`config.mk`:
```
export PLATFORM = sky130hd
export DESIGN_NAME = muon_event_emulator_flat
export DESIGN_NICKNAME = d
export VERILOG_FILES = /design/src/rtl/muon_event_emulator_if.sv /design/src/rtl/muon_event_emulator.sv /design/src/flat_wrapper.sv
export SDC_FILE = /design/constraint.sdc
export NUM_CORES = 1
export LEC_CHECK = 0
export BUFFER_PORTS_ARGS = -buffer_cell sky130_fd_sc_hd__clkbuf_2
export CAP_MARGIN = 20
export CORE_MARGIN = 3
export CORE_UTILIZATION = 25
export DETAILED_ROUTE_END_ITERATION = 8
export GPL_ROUTABILITY_DRIVEN = 0
export HOLD_SLACK_MARGIN = 0.15
export PLACE_DENSITY = 0.5
export SLEW_MARGIN = 30
export SYNTH_ARGS = -nofsm -noshare
export SYNTH_HDL_FRONTEND = slang
export SYNTH_SLANG_ARGS = --single-unit
export TNS_END_PERCENT = 10
```
`constraint.sdc`:
```
create_clock -name clk -period 2.3 [get_ports clk]
set_input_delay 0.115 -clock clk [delete_from_list [all_inputs] [get_ports clk]]
set_output_delay 0.115 -clock clk [all_outputs]
set_load 0.05 [all_outputs]
```
`src/rtl/muon_event_emulator_if.sv`:
```
// Control and event-output bundle of the synthetic muon-event source.
// The master modport is the emulator. The slave modport is the controller/TDC side.
interface muon_event_emulator_if #(
  parameter int unsigned DELAY_WIDTH = 16
);
  logic                   enable;
  logic                   rand_mode;
  logic [DELAY_WIDTH-1:0] fixed_delay;
  logic                   coincidence;
  logic                   stop;
  logic                   busy;
  logic [DELAY_WIDTH-1:0] last_delay;
  logic [15:0]            event_count;

  modport master (
    input  enable, rand_mode, fixed_delay,
    output coincidence, stop, busy, last_delay, event_count
  );

  modport slave (
    output enable, rand_mode, fixed_delay,
    input  coincidence, stop, busy, last_delay, event_count
  );
endinterface

```
`src/rtl/muon_event_emulator.sv`:
```
// Synthetic muon-event source: a start pulse, then a stop pulse D cycles later, then an idle gap.
// Define MUON_EMU_LFSR_EN to build the Galois LFSR random-delay source.
module muon_event_emulator #(
  parameter int unsigned DELAY_WIDTH = 16,
  parameter int unsigned GAP_CYCLES  = 500,
  parameter logic [15:0] LFSR_SEED   = 16'hACE1,
  parameter logic [15:0] RAND_MASK   = 16'h03FF
) (
  input  logic                          clk,
  input  logic                          reset,
  muon_event_emulator_if.master         emu
);

  localparam int unsigned GapBits  = $clog2(GAP_CYCLES + 1);
  localparam int unsigned CntWidth = (DELAY_WIDTH > GapBits) ? DELAY_WIDTH : GapBits;

  typedef enum logic [2:0] {
    StIdle,
    StStart,
    StWait,
    StStop,
    StGap
  } state_e;

  state_e                 state_q, state_d;
  logic [CntWidth-1:0]    cnt_q, cnt_d;
  logic [DELAY_WIDTH-1:0] last_delay_q, last_delay_d;
  logic [15:0]            event_count_q, event_count_d;
  logic [DELAY_WIDTH-1:0] delay;
  logic [DELAY_WIDTH-1:0] delay_m1;

`ifdef MUON_EMU_LFSR_EN
  logic [15:0] lfsr_q, lfsr_d;

  // Galois step: shift right, fold taps x^16+x^14+x^13+x^11 back in on a shifted-out one.
  always_comb begin
    lfsr_d = {1'b0, lfsr_q[15:1]};
    if (lfsr_q[0]) begin
      lfsr_d = lfsr_d ^ 16'hB400;
    end
  end

  always_ff @(posedge clk) begin
    if (reset) begin
      lfsr_q <= LFSR_SEED;
    end else if (state_q == StStart) begin
      lfsr_q <= lfsr_d;
    end
  end

  assign delay = emu.rand_mode ? DELAY_WIDTH'(lfsr_d & RAND_MASK) : emu.fixed_delay;
`else
  logic [15:0] unused_cfg;
  assign unused_cfg = LFSR_SEED ^ RAND_MASK ^ {15'd0, emu.rand_mode};
  assign delay      = emu.fixed_delay;
`endif

  assign delay_m1 = delay - DELAY_WIDTH'(1);

  always_comb begin
    state_d       = state_q;
    cnt_d         = cnt_q;
    last_delay_d  = last_delay_q;
    event_count_d = event_count_q;
    unique case (state_q)
      StIdle: begin
        if (emu.enable) begin
          state_d = StStart;
        end
      end
      StStart: begin
        last_delay_d  = delay;
        event_count_d = event_count_q + 16'd1;
        // A zero delay emulates a missed decay: no stop, straight into the gap.
        if (delay == '0) begin
          state_d = StGap;
          cnt_d   = CntWidth'(GAP_CYCLES);
        end else if (delay == DELAY_WIDTH'(1)) begin
          state_d = StStop;
        end else begin
          state_d = StWait;
          cnt_d   = CntWidth'(delay_m1);
        end
      end
      StWait: begin
        if (cnt_q == CntWidth'(1)) begin
          state_d = StStop;
        end else begin
          cnt_d = cnt_q - CntWidth'(1);
        end
      end
      StStop: begin
        state_d = StGap;
        cnt_d   = CntWidth'(GAP_CYCLES);
      end
      StGap: begin
        if (cnt_q == CntWidth'(1)) begin
          state_d = emu.enable ? StStart : StIdle;
        end else begin
          cnt_d = cnt_q - CntWidth'(1);
        end
      end
      default: begin
        state_d = StIdle;
      end
    endcase
  end

  always_ff @(posedge clk) begin
    if (reset) begin
      state_q       <= StIdle;
      cnt_q         <= '0;
      last_delay_q  <= '0;
      event_count_q <= '0;
    end else begin
      state_q       <= state_d;
      cnt_q         <= cnt_d;
      last_delay_q  <= last_delay_d;
      event_count_q <= event_count_d;
    end
  end

  assign emu.coincidence = (state_q == StStart);
  assign emu.stop        = (state_q == StStop);
  assign emu.busy        = (state_q != StIdle);
  assign emu.last_delay  = last_delay_q;
  assign emu.event_count = event_count_q;

endmodule
```
`src/flat_wrapper.sv`:
```
// flat-port wrapper written by rule: the top's interface ports become plain ports
module muon_event_emulator_flat 
#(
  parameter int unsigned DELAY_WIDTH = 16,
  parameter int unsigned GAP_CYCLES  = 500,
  parameter logic [15:0] LFSR_SEED   = 16'hACE1,
  parameter logic [15:0] RAND_MASK   = 16'h03FF
)
  (clk, reset, emu_enable, emu_rand_mode, emu_fixed_delay, emu_coincidence, emu_stop, emu_busy, emu_last_delay, emu_event_count);
  muon_event_emulator_if #(.DELAY_WIDTH(DELAY_WIDTH)) emu_i ();
  input  logic clk;
  input  logic reset;
  input wire logic [$bits(emu_i.enable)-1:0] emu_enable;
  input wire logic [$bits(emu_i.rand_mode)-1:0] emu_rand_mode;
  input wire logic [$bits(emu_i.fixed_delay)-1:0] emu_fixed_delay;
  output wire logic [$bits(emu_i.coincidence)-1:0] emu_coincidence;
  output wire logic [$bits(emu_i.stop)-1:0] emu_stop;
  output wire logic [$bits(emu_i.busy)-1:0] emu_busy;
  output wire logic [$bits(emu_i.last_delay)-1:0] emu_last_delay;
  output wire logic [$bits(emu_i.event_count)-1:0] emu_event_count;
  assign emu_i.enable = emu_enable;
  assign emu_i.rand_mode = emu_rand_mode;
  assign emu_i.fixed_delay = emu_fixed_delay;
  assign emu_coincidence = emu_i.coincidence;
  assign emu_stop = emu_i.stop;
  assign emu_busy = emu_i.busy;
  assign emu_last_delay = emu_i.last_delay;
  assign emu_event_count = emu_i.event_count;
  muon_event_emulator #(.DELAY_WIDTH(DELAY_WIDTH), .GAP_CYCLES(GAP_CYCLES), .LFSR_SEED(LFSR_SEED), .RAND_MASK(RAND_MASK)) u_core (.clk(clk), .reset(reset), .emu(emu_i));
endmodule
```
==> metrics.md <==
| Metric | Value |
|---|---|
| Status | completed |
| Seq/Total Area, Yosys | 34.9% |
| Clock Skew | about 0.0047 ns |
| Routed wl met2 | roughly 3800 um |
| Power density cells | 724 nW/um2 |
| Synth top area cells | dfxtp_1 (35%), nand2_1 (6.3%), xor2_1 (5.7%) |
| Utilization after layout | ~34% |
| Global-route wire length before repair | 13,700 um |
| CP peak stage delay | approximately 0.54 ns |
| Die area | 13,000 um2 |
| Worst-path clk slew | ~0.060 ns |
| Area grow syn2layout | 27.4% |
| Crit path required time | between 2 and 2.5 ns |
| Routed Wire Length | 8530 um |
| Final TNS setup | 0 ns |
| Vias/cell | approximately 5.0 |
| Worst path cell trace | dlygate4sd3_1 > clkbuf_2 > nor3_2 > and4b_1 > nand4_4 > buf_4 > nand3b_1 > o21ai_0 |
| IO Count | 55 |
| Cell row count | 38 |
| Router iterations before antenna repair | 4 |
| N_diodes | 0 |
| Place WS | 0.287 ns |
| H-tree Lvls | 2 |
| Seq cells post-synth | 51 |
| Global route overflow | 0 |
| EDFF count, synth | 0 |
| Most instantiated cells after synthesis | dfxtp_1 (51), nand2_1 (49), a21oi_1 (31) |
| Slew @ Worst Pin | approximately 0.47 ns |
| Placed instance area | 3450 um2 |
| P_leak | approximately 1.5 nW |
| Vias in the first global route | 2,708 |
| Max-cap violation count | 0 |
| Primary FF master, synth | dfxtp_1 |
| Relative slew slack | between 60% and 70% |
| Area leader, netlist | dfxtp_1 |
| # fillers | 1,220 |
| Initial antenna violation count | 0 |
| Max layer used | met4 |
| Largest net degree at the start of global routing | 23 |
| Design Area, Final | roughly 3700 um2 |
| Final Net Count | 463 |
| CP endpoint kind | flip-flop |
| Max stage delay cell, worst path | dlygate4sd3_1 |
| Period utilization | 92.7% |
| Core area | around 11,000 um2 |
| Max-slew violations | 0 |
| Crit Path Max Fanout | 10 |
| Synth Area per Inst | about 8.1 um2 |
| Overall Global Routing Usage | 13.1% |
| Latest clock arrival within the worst-skew pair | roughly 0.29 ns |
| Async SR Flop Fraction | 0% |
| DRC | 0 |
| Worst Path Arrival | 2.30 ns |
| Layout cell share with drive strength beyond 1 | around 22% |
| Clock sink total | 51 |
| WL/cell | about 15 um |
| RSZ-0062 raised after global routing | no |
| Final setup viols | 0 |
| TritonCTS Buffers | 5 |
| Post-DRT Antenna Nets | 0 |
| CP Class | input pin to flip-flop |
| Syn Nets | between 300 and 400 |
| Synth Instances | 361 |
| Clock tree root driver cell | clkbuf_16 |
| PortBufs | 53 |
| Fin. Hold Viols | 0 |
| Max Clock Freq | around 0.47 GHz |
| Vias post-DR | between 2,000 and 3,000 |
| Die width | 114 um |
| CP startpoint kind | input pin |
| Post-detail-place hpwl | about 6500 um |
| Post-route minimum period | approximately 2.1 ns |
| TritonCTS clock tree | built |
| Starting Density | a little over a quarter |
| Clock tree buffer depth | 2 |
| Synth Cell Area | between 2000 and 3000 um2 |
| M1 WL | between 4000 and 5000 um |
| Hold Path Class | input pin to flip-flop |
| Met3 wire length | 407 um |
| VDD IR max | roughly 0.0003 V |
| Synth top area share | a little over a third |
| DRT iter0 DRCs | 143 |
| Yosys synthesis warning count | 0 |
| Setup ws final | between 0.15 and 0.2 ns |
| Count leader, synth | dfxtp_1 |
| Synth unique cells | between 50 and 60 |
| Die height | between 100 and 150 um |
[area by class of cell]
type                    instances  area (um2)  share of cell area [%]
multi-input cells             272        1760                    47.2
well taps                     140         175                    4.70
repair buffers                 88         556                    14.9
clock inverters                 1        5.00                   0.134
flip-flops and latches         51        1020                    27.4
inverters                      19        71.3                    1.91
clock buffers                   6         139                    3.73
[layout by cell type (no fill, tap or decap), types with 3 or more instances in the layout]
| cell | synthesis | routed |
|---|---|---|
| a21oi_1 | 31 | 31 |
| dfxtp_1 | 51 | 51 |
| nand3_1 | 9 | 9 |
| clkbuf_2 | 0 | 53 |
| nor2_1 | 25 | 25 |
| a211oi_1 | 3 | 3 |
| a31oi_1 | 3 | 3 |
| clkbuf_16 | 0 | 5 |
| buf_4 | 0 | 24 |
| a311o_1 | 7 | 7 |
| o22a_1 | 5 | 5 |
| and3_1 | 6 | 6 |
| a311oi_1 | 6 | 6 |
| nand4_1 | 12 | 12 |
| nand2_1 | 49 | 48 |
| nor4_1 | 4 | 4 |
| o31ai_1 | 5 | 5 |
| nor3_1 | 10 | 9 |
| nor2b_1 | 5 | 5 |
| o21ai_0 | 15 | 15 |
| xor2_1 | 19 | 19 |
| ha_1 | 6 | 6 |
| dlygate4sd3_1 | 0 | 11 |
| or3_1 | 4 | 4 |
| nor4_4 | 3 | 3 |
| inv_1 | 17 | 17 |
| nor4b_1 | 3 | 3 |
| xnor2_1 | 11 | 11 |
[worst max-delay path, delay by kind of cell]
family,cells,cell delay (ns)
simple gates,4,1.07
buf+inv,3,0.96
compound gates,1,0.14
[metrics by stage]
stage               cells  total power (W)  hold WS (ns)
finish                577          0.00270         0.153
CTS                   575          0.00273         0.154
detailed placement    557          0.00195         0.417
global placement      557          0.00194         0.408
global route          577          0.00286         0.179
floorplan             361          0.00168         0.251
[worst paths after layout]
| check | from | end | slack (ns) | depth (start not counted) |
|---|---|---|---|---|
| worst max register to register | u_core.cnt_q[1] | u_core.cnt_q[3] | 0.31 | 8 |
| worst min-delay path | emu_fixed_delay[7] | u_core.emu.last_delay[7] | 0.15 | 3 |
| worst min register to register | u_core.emu.last_delay[1] | u_core.emu.last_delay[1] | 0.45 | 2 |
| worst max-delay path | emu_fixed_delay[4] | u_core.cnt_q[3] | 0.17 | 8 |
[cell families after synthesis]
group	count (synthesis)	share of synthesized area, %
simple gates	147	27.6
buf+inv	38	5.39
compound gates	89	20.6
fa+ha+maj	6	2.57
flops	51	34.9
xor+xnor	30	8.98
[registers in the layout, indices dropped and copies added, names as in the netlist]
signal,cells
u_core.emu.last_delay,16
u_core.state_q,3
u_core.emu.event_count,16
u_core.cnt_q,16
[power by group]
group / internal (W) / switching [W]
Combinational: 0.000337 / 0.000543
Sequential: 0.000969 / 0.0000966
Clock: 0.000426 / 0.000329
Total: 0.00173 / 0.000968
[repair_timing]
item,in CTS,in global routing
hold buffers,11,0
hold endpoints to repair,11,0
buffers inserted,0,2
endpoints found under the setup margin,0,15
gates resized for setup,0,3
[routing by layer]
layer / GRT usage, % / up-vias
met5: 0 / -
met3: 2.64 / 10
met4: 3.56 / 0
met1: 18.3 / 1354
met2: 20.4 / 58
li1: - / 1455
(Power assumes the default switching activity.)
